===== src/rtl/serial_subtractor.sv =====
// Bit-serial N-bit subtractor: diff = a - b, one bit per clock LSB-first,
// with a single borrow flip-flop, start/done handshake and unsigned/signed flags.
module serial_subtractor #(
  parameter int N = 8
) (
  input  logic         clk,
  input  logic         rst,
  input  logic         start,
  input  logic [N-1:0] a,
  input  logic [N-1:0] b,
  output logic         busy,
  output logic         done,
  output logic [N-1:0] diff,
  output logic         borrow,
  output logic         ovf
);

  localparam int CW = $clog2(N + 1);

  localparam logic [1:0] ST_IDLE  = 2'd0;
  localparam logic [1:0] ST_SHIFT = 2'd1;
  localparam logic [1:0] ST_DONE  = 2'd2;

  logic [1:0]    state;
  logic [N-1:0]  a_sr;
  logic [N-1:0]  b_sr;
  logic [N-1:0]  res_sr;
  logic          br;
  logic          a_msb;
  logic          b_msb;
  logic [CW-1:0] cnt;

  logic          d_bit;
  logic          br_next;
  logic [N-1:0]  res_next;
  logic          last_bit;

  // Full-adder equations with the subtrahend inverted and carry recast as borrow.
  function automatic logic sub_diff(input logic x, input logic y, input logic bin);
    return x ^ y ^ bin;
  endfunction

  function automatic logic sub_borrow(input logic x, input logic y, input logic bin);
    return (~x & y) | (~(x ^ y) & bin);
  endfunction

  // Signed overflow: operands of opposite sign and result sign differs from minuend.
  function automatic logic sub_ovf(input logic sa, input logic sb, input logic sd);
    return (sa != sb) && (sd != sa);
  endfunction

  always_comb begin
    d_bit    = sub_diff(a_sr[0], b_sr[0], br);
    br_next  = sub_borrow(a_sr[0], b_sr[0], br);
    res_next = {d_bit, res_sr[N-1:1]};
    last_bit = (cnt == CW'(N - 1));
  end

  always_ff @(posedge clk or posedge rst) begin
    if (rst) begin
      state  <= ST_IDLE;
      a_sr   <= '0;
      b_sr   <= '0;
      res_sr <= '0;
      br     <= 1'b0;
      a_msb  <= 1'b0;
      b_msb  <= 1'b0;
      cnt    <= '0;
      busy   <= 1'b0;
      done   <= 1'b0;
      diff   <= '0;
      borrow <= 1'b0;
      ovf    <= 1'b0;
    end else begin
      case (state)
        ST_IDLE: begin
          done <= 1'b0;
          if (start) begin
            a_sr  <= a;
            b_sr  <= b;
            br    <= 1'b0;
            cnt   <= '0;
            a_msb <= a[N-1];
            b_msb <= b[N-1];
            busy  <= 1'b1;
            state <= ST_SHIFT;
          end
        end
        ST_SHIFT: begin
          a_sr   <= a_sr >> 1;
          b_sr   <= b_sr >> 1;
          res_sr <= res_next;
          br     <= br_next;
          cnt    <= cnt + CW'(1);
          if (last_bit) begin
            diff   <= res_next;
            borrow <= br_next;
            ovf    <= sub_ovf(a_msb, b_msb, res_next[N-1]);
            done   <= 1'b1;
            state  <= ST_DONE;
          end
        end
        ST_DONE: begin
          done  <= 1'b0;
          busy  <= 1'b0;
          state <= ST_IDLE;
        end
        default: begin
          done  <= 1'b0;
          busy  <= 1'b0;
          state <= ST_IDLE;
        end
      endcase
    end
  end

endmodule


===== config.mk =====
export PLATFORM = sky130hd
export DESIGN_NAME = serial_subtractor
export DESIGN_NICKNAME = d
export VERILOG_FILES = /design/src/rtl/serial_subtractor.sv
export SDC_FILE = /design/constraint.sdc
export NUM_CORES = 1
export LEC_CHECK = 0
export CAP_MARGIN = 0
export CORE_MARGIN = 1.5
export CORE_UTILIZATION = 40
export CTS_CLUSTER_DIAMETER = 30
export DETAILED_ROUTE_END_ITERATION = 12
export GPL_ROUTABILITY_DRIVEN = 0
export PLACE_DENSITY_LB_ADDON = 0.25
export SLEW_MARGIN = 15
export SYNTH_ARGS = -nofsm -noshare
export SYNTH_HDL_FRONTEND = slang
export SYNTH_SLANG_ARGS = --single-unit

===== constraint.sdc =====
create_clock -name clk -period 3.15 [get_ports clk]
set_input_delay 0.315 -clock clk [delete_from_list [all_inputs] [get_ports clk]]
set_output_delay 0.315 -clock clk [all_outputs]
set_load 0.01 [all_outputs]

==> impl_results.md, run 1 <==
* Status: finished, final reports clean
* Setup Total Neg Slack at 0 ns
* Peak supply drop at 0.000423 V
* Final HPWL DP at 2520 um
* DR iter-0 viols at 112
* Routed wire length at 3660 um
* Num CTS Buffers at 5
* Grt ovf at 0
* GRT Overall Usage at 16.4%
* CP bufs+invs at 1
* Placed cells at 249
* Leakage at 1.10 nW
* Multi-input logic area at 747 um2
* DRC at 0
* Most frequent cells in the layout: dfrtp_1, nand2_1, clkdlybuf4s50_1, o21ai_0, a21oi_1
* Die height at 72.5 um
* Final Hold Vio Count at 0
* CTS Sinks at 44
* Slowest cell delay on critical path at 0.63 ns
* Setup WS pre-CTS at 0.960 ns
* Routed Antenna Nets at 0
* Number of global-route vias before repair at 1410
* Fin crit share at 59.1%
* Max Fanout on Critical Path at 10
* CP Cell Sequence: clkdlybuf4s50_1 > nor2b_1 > and2b_4 > mux2_4
* WL per Instance at 14.2 um
* Core footprint at 0.00469 mm2
* Setup bufs post-CTS at 0
* Largest net degree at the start of global routing at 31
* Max-slew violation count at 0
* Die X at 72.5 um
* Max-cap violations at 0
* Critical path's slowest cell: clkdlybuf4s50_1
* Final WS setup at 1.29 ns
* Power Density at 906 mW/mm2
* Yosys warnings at 0
* Final cell count without fillers at 257
* IO buf count at 30
* Cell Area, Synth at 0.00193 mm2
* Syn Area/Cell at 11.2 um2
* Actual slew at the worst max-slew pin at 0.641 ns
* FP Rows at 25
* CP endpoint kind: flip-flop
* CTS tree: built
* Seq. cell area at 0.00110 mm2
* Final nets at 223
* Sequential element share of the synthesized area at 57.0%
* # diodes at 0
* Starting Density at 41.2%
* Synth async-reset ratio at 100%
* Hold-fix buffers, CTS at 0
* Yosys cell types at 32
* Cell count after synthesis at 172
* Number of synthesized flops with an enable pin at 0
* CP required at 3.34 ns
* Pre-antenna DRT Iters at 4
* Die area at 0.00526 mm2
* Top FF cell, synth: dfrtp_1
* CTS max path bufs at 2
* Root Driver: clkbuf_8
* Layout cell share with drive strength beyond 1 at 14.3%
* F_max at 0.537 GHz
* Crit path arrival time at 2.05 ns
* Total power at 2.15 mW
* IO Pins at 31
* HP Class: primary input to asynchronous set/reset pin
* Net Count, Synth at 193
* Worst slew margin at 57.3%
* Initial antenna violation count at 0
* # setup viols final at 0
* Util after Layout at 50.6%
* Crit path kind: primary input to flip-flop
* Synth Register Bits at 44
* Setup Skew at 0.00458 ns
* Total number of vias at 1352
* H-tree depth at 2
* RSZ-0062 raised after global routing: no
* Post-layout min period at 1.86 ns
* Commonest non-fill, non-tap cell in the layout: dfrtp_1
* Worst-skew pair later-pin latency at 0.30 ns
* Layout fillers at 437
* Area delta synth->final at 23.0%
* Clock slew at reported path FFs at 0.09 ns
* First-pass GRT wire length at 6590 um
* Top delay family on crit path: simple AND/OR/NAND/NOR gates
* CTS resizes at 0
* CP Launch Type: primary input
* Vias/cell at 5.26
## state kept, by name, summed over array words and instances (netlist names)
signal  cells
a_msb       1
a_sr        8
b_msb       1
b_sr        8
borrow      1
br          1
busy        1
cnt         4
diff        8
done        1
ovf         1
res_sr      7
state       2
## power by group
| part | internal (mW) | switching, mW | leakage [nW] |
|---|---|---|---|
| sequential | 0.790 | 0.159 | 0.558 |
| combinational | 0.421 | 0.342 | 0.485 |
| clock | 0.239 | 0.203 | 0.0548 |
## synthesized netlist by cell type (2+ instances only)
cell / n / area, um2
and3b_1: 8 / 70.1
nand2b_1: 2 / 12.5
a31oi_1: 2 / 12.5
inv_1: 4 / 15.0
a22o_1: 3 / 26.3
o22ai_1: 2 / 12.5
o21ai_0: 14 / 70.1
nand2_1: 36 / 135
buf_4: 2 / 15.0
a22oi_1: 6 / 45.0
dfrtp_1: 44 / 1100
nor2_1: 4 / 15.0
mux2_4: 9 / 135
buf_2: 7 / 35.0
a21oi_1: 12 / 60.1
## layer usage
layer / global-route usage (%) / wire, um
met1: 21.0 / 1730
met4: 3.77 / 29
met3: 5.00 / 157
met2: 27.4 / 1740
met5: 0 / 0
## worst paths after layout
path / start / end / slack, ns / depth (start not counted)
max in group asynchronous: rst / busy / 2.20 / 3
max: start / a_msb / 1.29 / 4
min: rst / res_sr[6] / 0.40 / 2
min reg2reg: a_sr[1] / a_sr[1] / 0.48 / 2
min in group clk: a_sr[1] / a_sr[1] / 0.48 / 2
max reg2reg: state[1] / diff[3] / 1.34 / 3
## kinds of logic (layout without fill, tap and decap cells)
kind of cell / after synthesis / count (layout) / share of synthesized area (%)
AOI/OAI and AO/OA: 42 / 42 / 13.1
buffers and inverters: 15 / 46 / 4.34
DFF: 44 / 44 / 57.0
adders and majority gates: 2 / 2 / 1.68
and+or+nand+nor: 58 / 58 / 15.8
muxes: 11 / 11 / 8.10
## metrics by stage
| stage | hold slack, ns | area [um2] |
|---|---|---|
| final | 0.395 | 2380 |
| after global routing | 0.447 | 2380 |
| after CTS | 0.490 | 2380 |
| after detailed placement | 0.471 | 2260 |
| after global placement | 0.461 | 2260 |
| after floorplan | 0.445 | 1930 |
## layout make-up
class	instances	share of cell area, %
flip-flops and latches	44	46.3
multi-input cells	113	31.4
repair buffers	34	13.9
clock buffers	5	2.90
well taps	54	2.84
clock inverters	3	1.95
inverters	4	0.632
No activity file was read; power rests on OpenSTA's default activity.
==> run 2, diff against run 1 <==
clock period = 1.9 ns   (was 3.15 ns; I/O delays follow)
==> run 2 against run 1 <==
Global-route usage shrank 0.23 points. Sequential share of layout area shrank 0.60 points. Worst setup slack lost 1.1 ns. Critical path depth is the same. Clock skew grew 0.0038 ns. Sequential cell count is the same. Die area is the same. Combinational power grew 73%. Count of clock-buffer cells in the layout is the same. Clock power grew 64%. First-iteration DRC count shrank 46%. Final area grew 1.3%. Critical endpoint is now ovf. Highest routed layer unchanged.
==> impl_results.md, run 2 (synthesis gave the netlist of run 1 again) <==
* First-pass GRT wire length at 6530 um (-0.94%)
* Layout cell share with drive strength beyond 1 at 15.0% (+0.76 points)
* Initial antenna violation count at 0 (unchanged)
* Commonest non-fill, non-tap cell in the layout: dfrtp_1
* Multi-input logic area at 747 um2 (unchanged)
* Most frequent cells in the layout: dfrtp_1, nand2_1, clkdlybuf4s50_1, o21ai_0, a21oi_1
* IO buf count at 30 (unchanged)
* Crit path kind: flip-flop to flip-flop
* Status: finished, final reports clean
* Vias/cell at 5.16 (-2.0%)
* Switch Pwr at 1.19 mW (+69%)
* Num CTS Buffers at 5 (unchanged)
* Max-slew violation count at 0 (unchanged)
* Worst-skew pair later-pin latency at 0.30 ns (about the same)
* Critical R2R Capture: ovf
* Combinational Power Share at 36.5% (+1.1 points)
* CP Launch Type: flip-flop
* Crit path arrival time at 1.90 ns (-0.15 ns)
* Post-layout min period at 1.67 ns
* Leakage at 1.12 nW (+1.7%)
* Setup Total Neg Slack at 0 ns (unchanged)
* Met1 WL at 1870 um (+8.0%)
* Largest regs: a_sr: 8 flops, b_sr: 8 flops, diff: 8 flops
* Seq. cell area at 0.00110 mm2 (unchanged)
* H-tree depth at 2 (unchanged)
* RSZ-0062 raised after global routing: no
* Placed inst area at 0.00230 mm2 (+1.5%)
* Wire length on met3 at 147 um (-6.4%)
* Fin crit share at 87.7%
* Clock slew at reported path FFs at 0.09 ns (about the same)
* Crit path from: b_sr[0]
* Peak supply drop at 0.000547 V (+29%)
* Sw Share at 32.7% (about the same)
* IO Pins at 31 (unchanged)
* Internal power at 2.44 mW (+68%)
* GRT Overall Usage at 16.1% (-0.23 points)
* R2R setup slack at 0.23 ns (-1.11 ns)
* Area delta synth->final at 24.6%
* Power Density at 1510 mW/mm2 (+66%)
* CTS Sinks at 44 (unchanged)
* Max-cap violations at 0 (unchanged)
* Die area at 0.00526 mm2 (unchanged)
* Total power at 3.63 mW (+68%)
* Final nets at 226 (+1.3%)
* CP endpoint kind: flip-flop
* CTS tree: built
* CP required at 2.13 ns (-1.21 ns)
* CTS resizes at 0 (unchanged)
* Core footprint at 0.00469 mm2 (unchanged)
* Worst slew margin at 63.0% (+5.7 points)
* Largest net degree at the start of global routing at 45 (+45%)
* Actual slew at the worst max-slew pin at 0.555 ns (-0.0856 ns)
* Starting Density at 41.2% (unchanged)
* Hold_ws at 0.329 ns (-0.0667 ns)
* Die height at 72.5 um (unchanged)
* Number of global-route vias before repair at 1366 (-3.1%)
* # setup viols final at 0 (unchanged)
* Final cell count without fillers at 260 (+1.2%)
* Setup Skew at 0.00838 ns (+0.00380 ns)
* Critical Path End: ovf
* Routed Antenna Nets at 0 (unchanged)
* Final HPWL DP at 2620 um (+4.1%)
* Clock power frac at 20.0% (-0.5 points)
* Sequential power share at 43.5% (-0.6 points)
* Total number of vias at 1341 (-0.81%)
* Worst reg2reg startpoint: b_sr[0]
* Root Driver: clkbuf_8
* CTS max path bufs at 2 (unchanged)
* F_max at 0.600 GHz
* Setup bufs post-CTS at 0 (unchanged)
* HP Class: primary input to asynchronous set/reset pin
* Met2 wire len at 1790 um (+2.9%)
* DR iter-0 viols at 60 (-46%)
* # diodes at 0 (unchanged)
* Grt ovf at 0 (unchanged)
* Pre-antenna DRT Iters at 4 (unchanged)
* Hold-fix buffers, CTS at 0 (unchanged)
* Layout fillers at 427 (-2.3%)
* Post-route cell area at 0.00241 mm2 (+1.3%)
* Routed wire length at 3870 um (+5.8%)
* Max Fanout on Critical Path at 4 (-6)
* WL per Instance at 14.9 um (+4.6%)
* Placed cells at 252 (+1.2%)
* Final Hold Vio Count at 0 (unchanged)
* Die X at 72.5 um (unchanged)
* FP Rows at 25 (unchanged)
* DRC at 0 (unchanged)
* Cell depth of the worst flop-to-flop path at 4 (+1)
* Top Metal Used: met4
-- run 2: cell count changes in the layout (fill, tap and decap cells not counted) --
cell / before / now
clkinv_2: 0 / 1
buf_4: 4 / 6
inv_2: 1 / 0
inv_1: 3 / 4
inv_6: 1 / 0
buf_12: 0 / 1
-- run 2: metal layers --
metal	GRT usage [%]	up-vias
li1	-	653
met4	6.29	0
met1	21.7	649
met2	25.9	32
met5	0	-
met3	3.06	7
-- run 2: final cells by class --
cell class                      instances  share of cell area (%)
Sequential cell                        44                    45.7
Timing Repair Buffer                   37                    15.2
Clock buffer                            5                    2.86
Clock inverter                          3                    1.77
Inverter                                4                   0.624
Multi-Input combinational cell        113                    31.0
Tap cell                               54                    2.81
-- run 2: power groups by stage --
stage	Clock, mW	Sequential [mW]	Combinational [mW]
after floorplan	0	1.57	0.849
final	0.724	1.58	1.32
after CTS	0.737	1.58	1.34
after detailed placement	0	1.60	1.34
after global placement	0	1.57	1.29
after global routing	0.771	1.64	1.47
-- run 2: how the worst min path moves through the flow --
stage / from / to / slack, ns / depth (start not counted)
after floorplan: a[7] / a_sr[7] / 0.32 / 1
after CTS: rst / diff[6] / 0.36 / 3
after global routing: rst / diff[6] / 0.39 / 3
after global placement: res_sr[1] / res_sr[1] / 0.46 / 2
after detailed placement: b_sr[3] / b_sr[3] / 0.47 / 2
final: rst / diff[6] / 0.33 / 3
-- run 2: per-stage QoR --
stage	utilization (%)	setup WS, ns
final	51.3	0.234
after global routing	51.3	0.185
after CTS	51.3	0.222
after detailed placement	48.9	0.209
after global placement	48.9	0.267
after floorplan	-	0.330
-- run 2: critical path, stage by stage, from the launching register on --
cell	delay, ns
dfrtp_1	0.37
inv_1	0.10
fa_1	0.48
or3b_2	0.47
a31oi_1	0.18
==> run 3, diff against run 2 <==
PLACE_DENSITY = 0.66   (was unset)
PLACE_DENSITY_LB_ADDON = unset   (was 0.25)
==> run 3 against run 2 <==
Hold slack better by 0.0031 ns. Worst setup slack gained 0.031 ns. Fmax rose by 1.9%. Wire length shrank 4.4%. Final area down 0.68%. Combinational power is essentially flat. Core utilization shrank 0.35 points.
==> impl_results.md, run 3 (synthesis gave the netlist of run 1 again) <==
* Setup Total Neg Slack at 0 ns (unchanged)
* Grt ovf at 0 (unchanged)
* First-pass GRT wire length at 6270 um (-3.9%)
* FP Rows at 25 (unchanged)
* Layout fillers at 441 (+3.3%)
* Final Hold Vio Count at 0 (unchanged)
* Max Fanout on Critical Path at 4 (unchanged)
* # setup viols final at 0 (unchanged)
* DRC at 0 (unchanged)
* CTS resizes at 0 (unchanged)
* Num CTS Buffers at 5 (unchanged)
* Final nets at 228 (+0.88%)
* CP Launch Type: flip-flop
* Status: finished, final reports clean
* Post-route cell area at 0.00239 mm2 (-0.68%)
* Post-layout min period at 1.64 ns (-0.0310 ns)
* Crit path arrival time at 1.85 ns (-0.05 ns)
* Total power at 3.47 mW (-4.2%)
* Die height at 72.5 um (unchanged)
* Leakage at 1.12 nW (+0.40%)
* Starting Density at 41.2% (unchanged)
* Peak supply drop at 0.000480 V (-12%)
* IO Pins at 31 (unchanged)
* # diodes at 0 (unchanged)
* Hold-fix buffers, CTS at 0 (unchanged)
* HP Class: primary input to asynchronous set/reset pin
* Initial antenna violation count at 0 (unchanged)
* Routed Antenna Nets at 0 (unchanged)
* Setup Skew at 0.00667 ns (-0.00171 ns)
* Setup WS pre-CTS at 0.214 ns (+0.00526 ns)
* Layout cell share with drive strength beyond 1 at 15.9% (+0.82 points)
* CTS max path bufs at 2 (unchanged)
* Fin crit share at 86.1% (-1.6 points)
* DR iter-0 viols at 91 (+52%)
* CP endpoint kind: flip-flop
* Max-slew violation count at 0 (unchanged)
* Total number of vias at 1335 (-0.45%)
* CP required at 2.12 ns (about the same)
* Crit path kind: flip-flop to flip-flop
* CTS tree: built
* Slowest cell delay on critical path at 0.47 ns (about the same)
* Worst slew margin at 63.4% (+0.44 points)
* Setup bufs post-CTS at 0 (unchanged)
* Pre-antenna DRT Iters at 4 (unchanged)
* WL per Instance at 14.1 um (-5.2%)
* Number of global-route vias before repair at 1260 (-7.8%)
* Clock slew at reported path FFs at 0.08 ns (about the same)
* Core footprint at 0.00469 mm2 (unchanged)
* F_max at 0.611 GHz (+1.9%)
* Actual slew at the worst max-slew pin at 0.548 ns (-0.00664 ns)
* Largest regs: a_sr: 8 flops, b_sr: 8 flops, diff: 8 flops
* CTS Sinks at 44 (unchanged)
* Area delta synth->final at 23.8%
* Max-cap violations at 0 (unchanged)
* RSZ-0062 raised after global routing: no
* Placed inst area at 0.00230 mm2 (+0.11%)
* Root Driver: clkbuf_8
* R2R setup slack at 0.26 ns (+0.03 ns)
* CP Cell Sequence: inv_1 > fa_1 > or3b_2 > a31oi_1
* Die X at 72.5 um (unchanged)
* GRT Overall Usage at 16.0% (-0.14 points)
* Final HPWL DP at 2560 um (-2.5%)
* Routed wire length at 3700 um (-4.4%)
* Worst-skew pair later-pin latency at 0.30 ns (about the same)
* Largest net degree at the start of global routing at 45 (unchanged)
* Die area at 0.00526 mm2 (unchanged)
* Commonest non-fill, non-tap cell in the layout: dfrtp_1
* H-tree depth at 2 (unchanged)
* Vias/cell at 5.10 (-1.2%)
* IO buf count at 30 (unchanged)
* Final WS setup at 0.265 ns (+0.0310 ns)
* Critical path's slowest cell: fa_1
* Most frequent cells in the layout: dfrtp_1, nand2_1, clkdlybuf4s50_1, o21ai_0, a21oi_1
* Power Density at 1450 mW/mm2 (-3.5%)
==> run 3: changes by cell type in the layout (fill, tap and decap cells not counted), sizes merged <==
cell      change
clkbuf        +1
clkinv        +1
clkinvlp      -1
bufinv        -1
buf           +2
==> run 3: final cells by class <==
class	count	area [um2]	area share, %
Timing Repair Buffer	39	368	15.4
Clock buffer	6	82.6	3.45
Inverter	4	15.0	0.628
Clock inverter	2	10.0	0.419
Multi-Input combinational cell	113	747	31.2
Tap cell	54	67.6	2.83
Sequential cell	44	1100	46.0
==> run 3: critical path: cells and delay by family, from the launching register on <==
| family | cells | cell delay (ns) |
|---|---|---|
| flip-flops | 1 | 0.37 |
| adder cells (fa/ha/maj) | 1 | 0.47 |
| buffers and inverters | 1 | 0.10 |
| AO/OA/AOI/OAI | 1 | 0.16 |
| AND/OR/NAND/NOR | 1 | 0.45 |
==> run 3: worst paths after layout <==
kind | startpoint | endpoint | cells after the start
hold reg to reg | b_sr[2] | b_sr[2] | 2
min in group clk | b_sr[2] | b_sr[2] | 2
max in group asynchronous | rst | diff[3] | 3
setup reg to reg | b_sr[0] | ovf | 4
hold / removal | rst | diff[0] | 3
setup / recovery | b_sr[0] | ovf | 4
==> run 3: layer usage <==
layer | vias up | track usage [%] | wire length [um]
li1 | 658 | - | -
met1 | 648 | 23.1 | 1780
met2 | 27 | 23.1 | 1760
met3 | 2 | 5.00 | 135
met4 | 0 | 5.03 | 25
met5 | - | 0 | 0
==> run 3: metrics by stage <==
stage | hold WS, ns | utilization [%] | std cells
finish | 0.332 | 51.0 | 262
global route | 0.412 | 51.0 | 262
CTS | 0.350 | 51.0 | 262
detailed placement | 0.470 | 49.0 | 254
global placement | 0.459 | 49.0 | 254
floorplan | 0.323 | - | 172
==> run 3: report_power, final <==
part / switching, mW / total [mW] / internal (mW)
clock network: 0.306 / 0.596 / 0.290
logic: 0.580 / 1.31 / 0.735
registers: 0.252 / 1.56 / 1.31
total: 1.14 / 3.47 / 2.34
==> RTL change: new RTL, flow settings as in run 3 <==
The parameter `N` goes from 8 to 16.
--- a/src/rtl/serial_subtractor.sv
+++ b/src/rtl/serial_subtractor.sv
@@ -3,3 +3,3 @@
 module serial_subtractor #(
-  parameter int N = 8
+  parameter int N = 16
 ) (
Interface: changed (resized a, b and diff); port bits go from 31 to 55. No check against the original RTL was run, so the function may have changed too.
==> RTL change against run 3 <==
  * Routed wire length grew 81%
  * Worst hold slack lost 0.023 ns
  * Total power grew 89%
  * Setup slack lost 0.16 ns
  * Design area grew 79%
  * Area after synthesis grew 73%
  * Sequential cell count grew 33
  * Largest power group unchanged
==> RTL change: results (changes against run 3) <==
| Metric | Value |
|---|---|
| Routed len/inst | 14.1 um (-0.40%) |
| Sequential area share after synthesis | 0.576 (+0.00575) |
| Max_slew headroom | 0.688 (+0.0535) |
| Setup ws final | 0.101 ns (-0.163 ns) |
| Clk_skew | 0.00726 ns (+0.000584 ns) |
| Largest net degree at the start of global routing | 78 (+73%) |
| Clock buffer cells | 10 (+4) |
| Vias/cell | 5.11 (+0.23%) |
| Starting DRT DRC Count | 120 (+32%) |
| Seq/total area | 0.451 (-0.00928) |
| Share of cells above drive strength 1 | 0.140 (-0.0185) |
| Cell Area, Placed | 4020 sq um (+75%) |
| ClkCell Share | 0.0533 (+0.0146) |
| Max incr delay on CP | 0.41 ns (-0.06 ns) |
| WP data arrival | 2.02 ns (+0.17 ns) |
| Port-buffer cells | 54 (+80%) |
| Inst Count DP | 458 (+80%) |
| Syn nets | 345 (+79%) |
| Max clock buf depth | 2 (unchanged) |
| N_diodes | 0 (unchanged) |
| Leakage | 0.00197 uW (+76%) |
| Row count | 33 (+32%) |
| Worst reg2reg path depth | 6 (+2) |
| Setup crit start | cnt[0] |
| CP top delay family | adder cells |
| VDD IR max | 702 uV (+46%) |
| Cell Int Power | 4430 uW (+90%) |
| FILL cells | 736 (+67%) |
| Status | complete, no violations |
| Overall Power | 6580 uW (+89%) |
| Non-clock buffering overhead | 0.162 (+0.00847) |
| Area contributors post-synth | dfrtp_1 58%, nand2_1 8.3%, mux2_4 6.7%, a22oi_1 6.5%, o21ai_1 4.9% |
| Mux contribution to synthesized area | 0.0834 (+0.00241) |
| Clock Power | 1440 uW (+140%) |
| All-Layer GR Usage | 0.160 (-0.000476) |
| Post-Route WL | 6700 um (+81%) |
| Min-delay worst type | in2async |
| Multi-input combinational area share | 0.296 (-0.0162) |
| Netlist cell types | 30 (-6.3%) |
| H-tree levels | 3 (+1) |
| Worst-path fanout max | 14 (+10) |
| Area share of fa/ha/maj cells after synthesis | 0.0135 (-0.00338) |
| DP Worst Slack | 0.0733 ns (-0.141 ns) |
| Nets | 405 (+78%) |
| Vias in the first global route | 2,363 (+88%) |
| Register area | 1930 sq um (+75%) |
| Comb. pwr | 2320 uW (+77%) |
| Inverters | 6 (+2) |
| DP HPWL | 4480 um (+75%) |
| Synth Area in Compound Gates | 0.149 (+0.0183) |
| Slowest cell on crit path | dfrtp_1 |
| CP Capture Point | diff[8] |
| Biggest regs | a_sr (16), b_sr (16), diff (16) |
| CTS buffer count | 9 (+4) |
| #MultiIn Comb | 202 (+79%) |
| Post-Syn Instances | 307 (+78%) |
| Signal buffers | 71 (+82%) |
| First-pass GRT wire length | 11,100 um (+76%) |
| Worst skew pair latency | 0.34 ns (+0.04 ns) |
[RTL change: cell types whose count changed in the layout (fill, tap and decap cells not counted), moves of 3 or more]
cell	change
clkbuf_8	+3
o21ai_0	-10
and3b_1	-7
clkdlybuf4s50_1	+24
nand2_1	+38
bufinv_16	+3
dfrtp_1	+33
mux2_4	+6
buf_4	+6
nor2b_1	+10
a22oi_1	+23
o21ai_1	+33
[RTL change: worst min path at each step]
stage / slack (ns) / to
floorplan: 0.32 / a_msb
detailed placement: 0.47 / res_sr[1]
global route: 0.31 / diff[12]
finish: 0.31 / diff[2]
CTS: 0.32 / b_sr[6]
global placement: 0.46 / res_sr[1]
[RTL change: routing by layer]
layer | up-vias | share of wire | track usage
met5 | - | 0 | 0
met4 | 0 | 0.012 | 0.0485
met3 | 7 | 0.051 | 0.0572
met2 | 62 | 0.48 | 0.260
met1 | 1193 | 0.46 | 0.199
li1 | 1169 | - | -
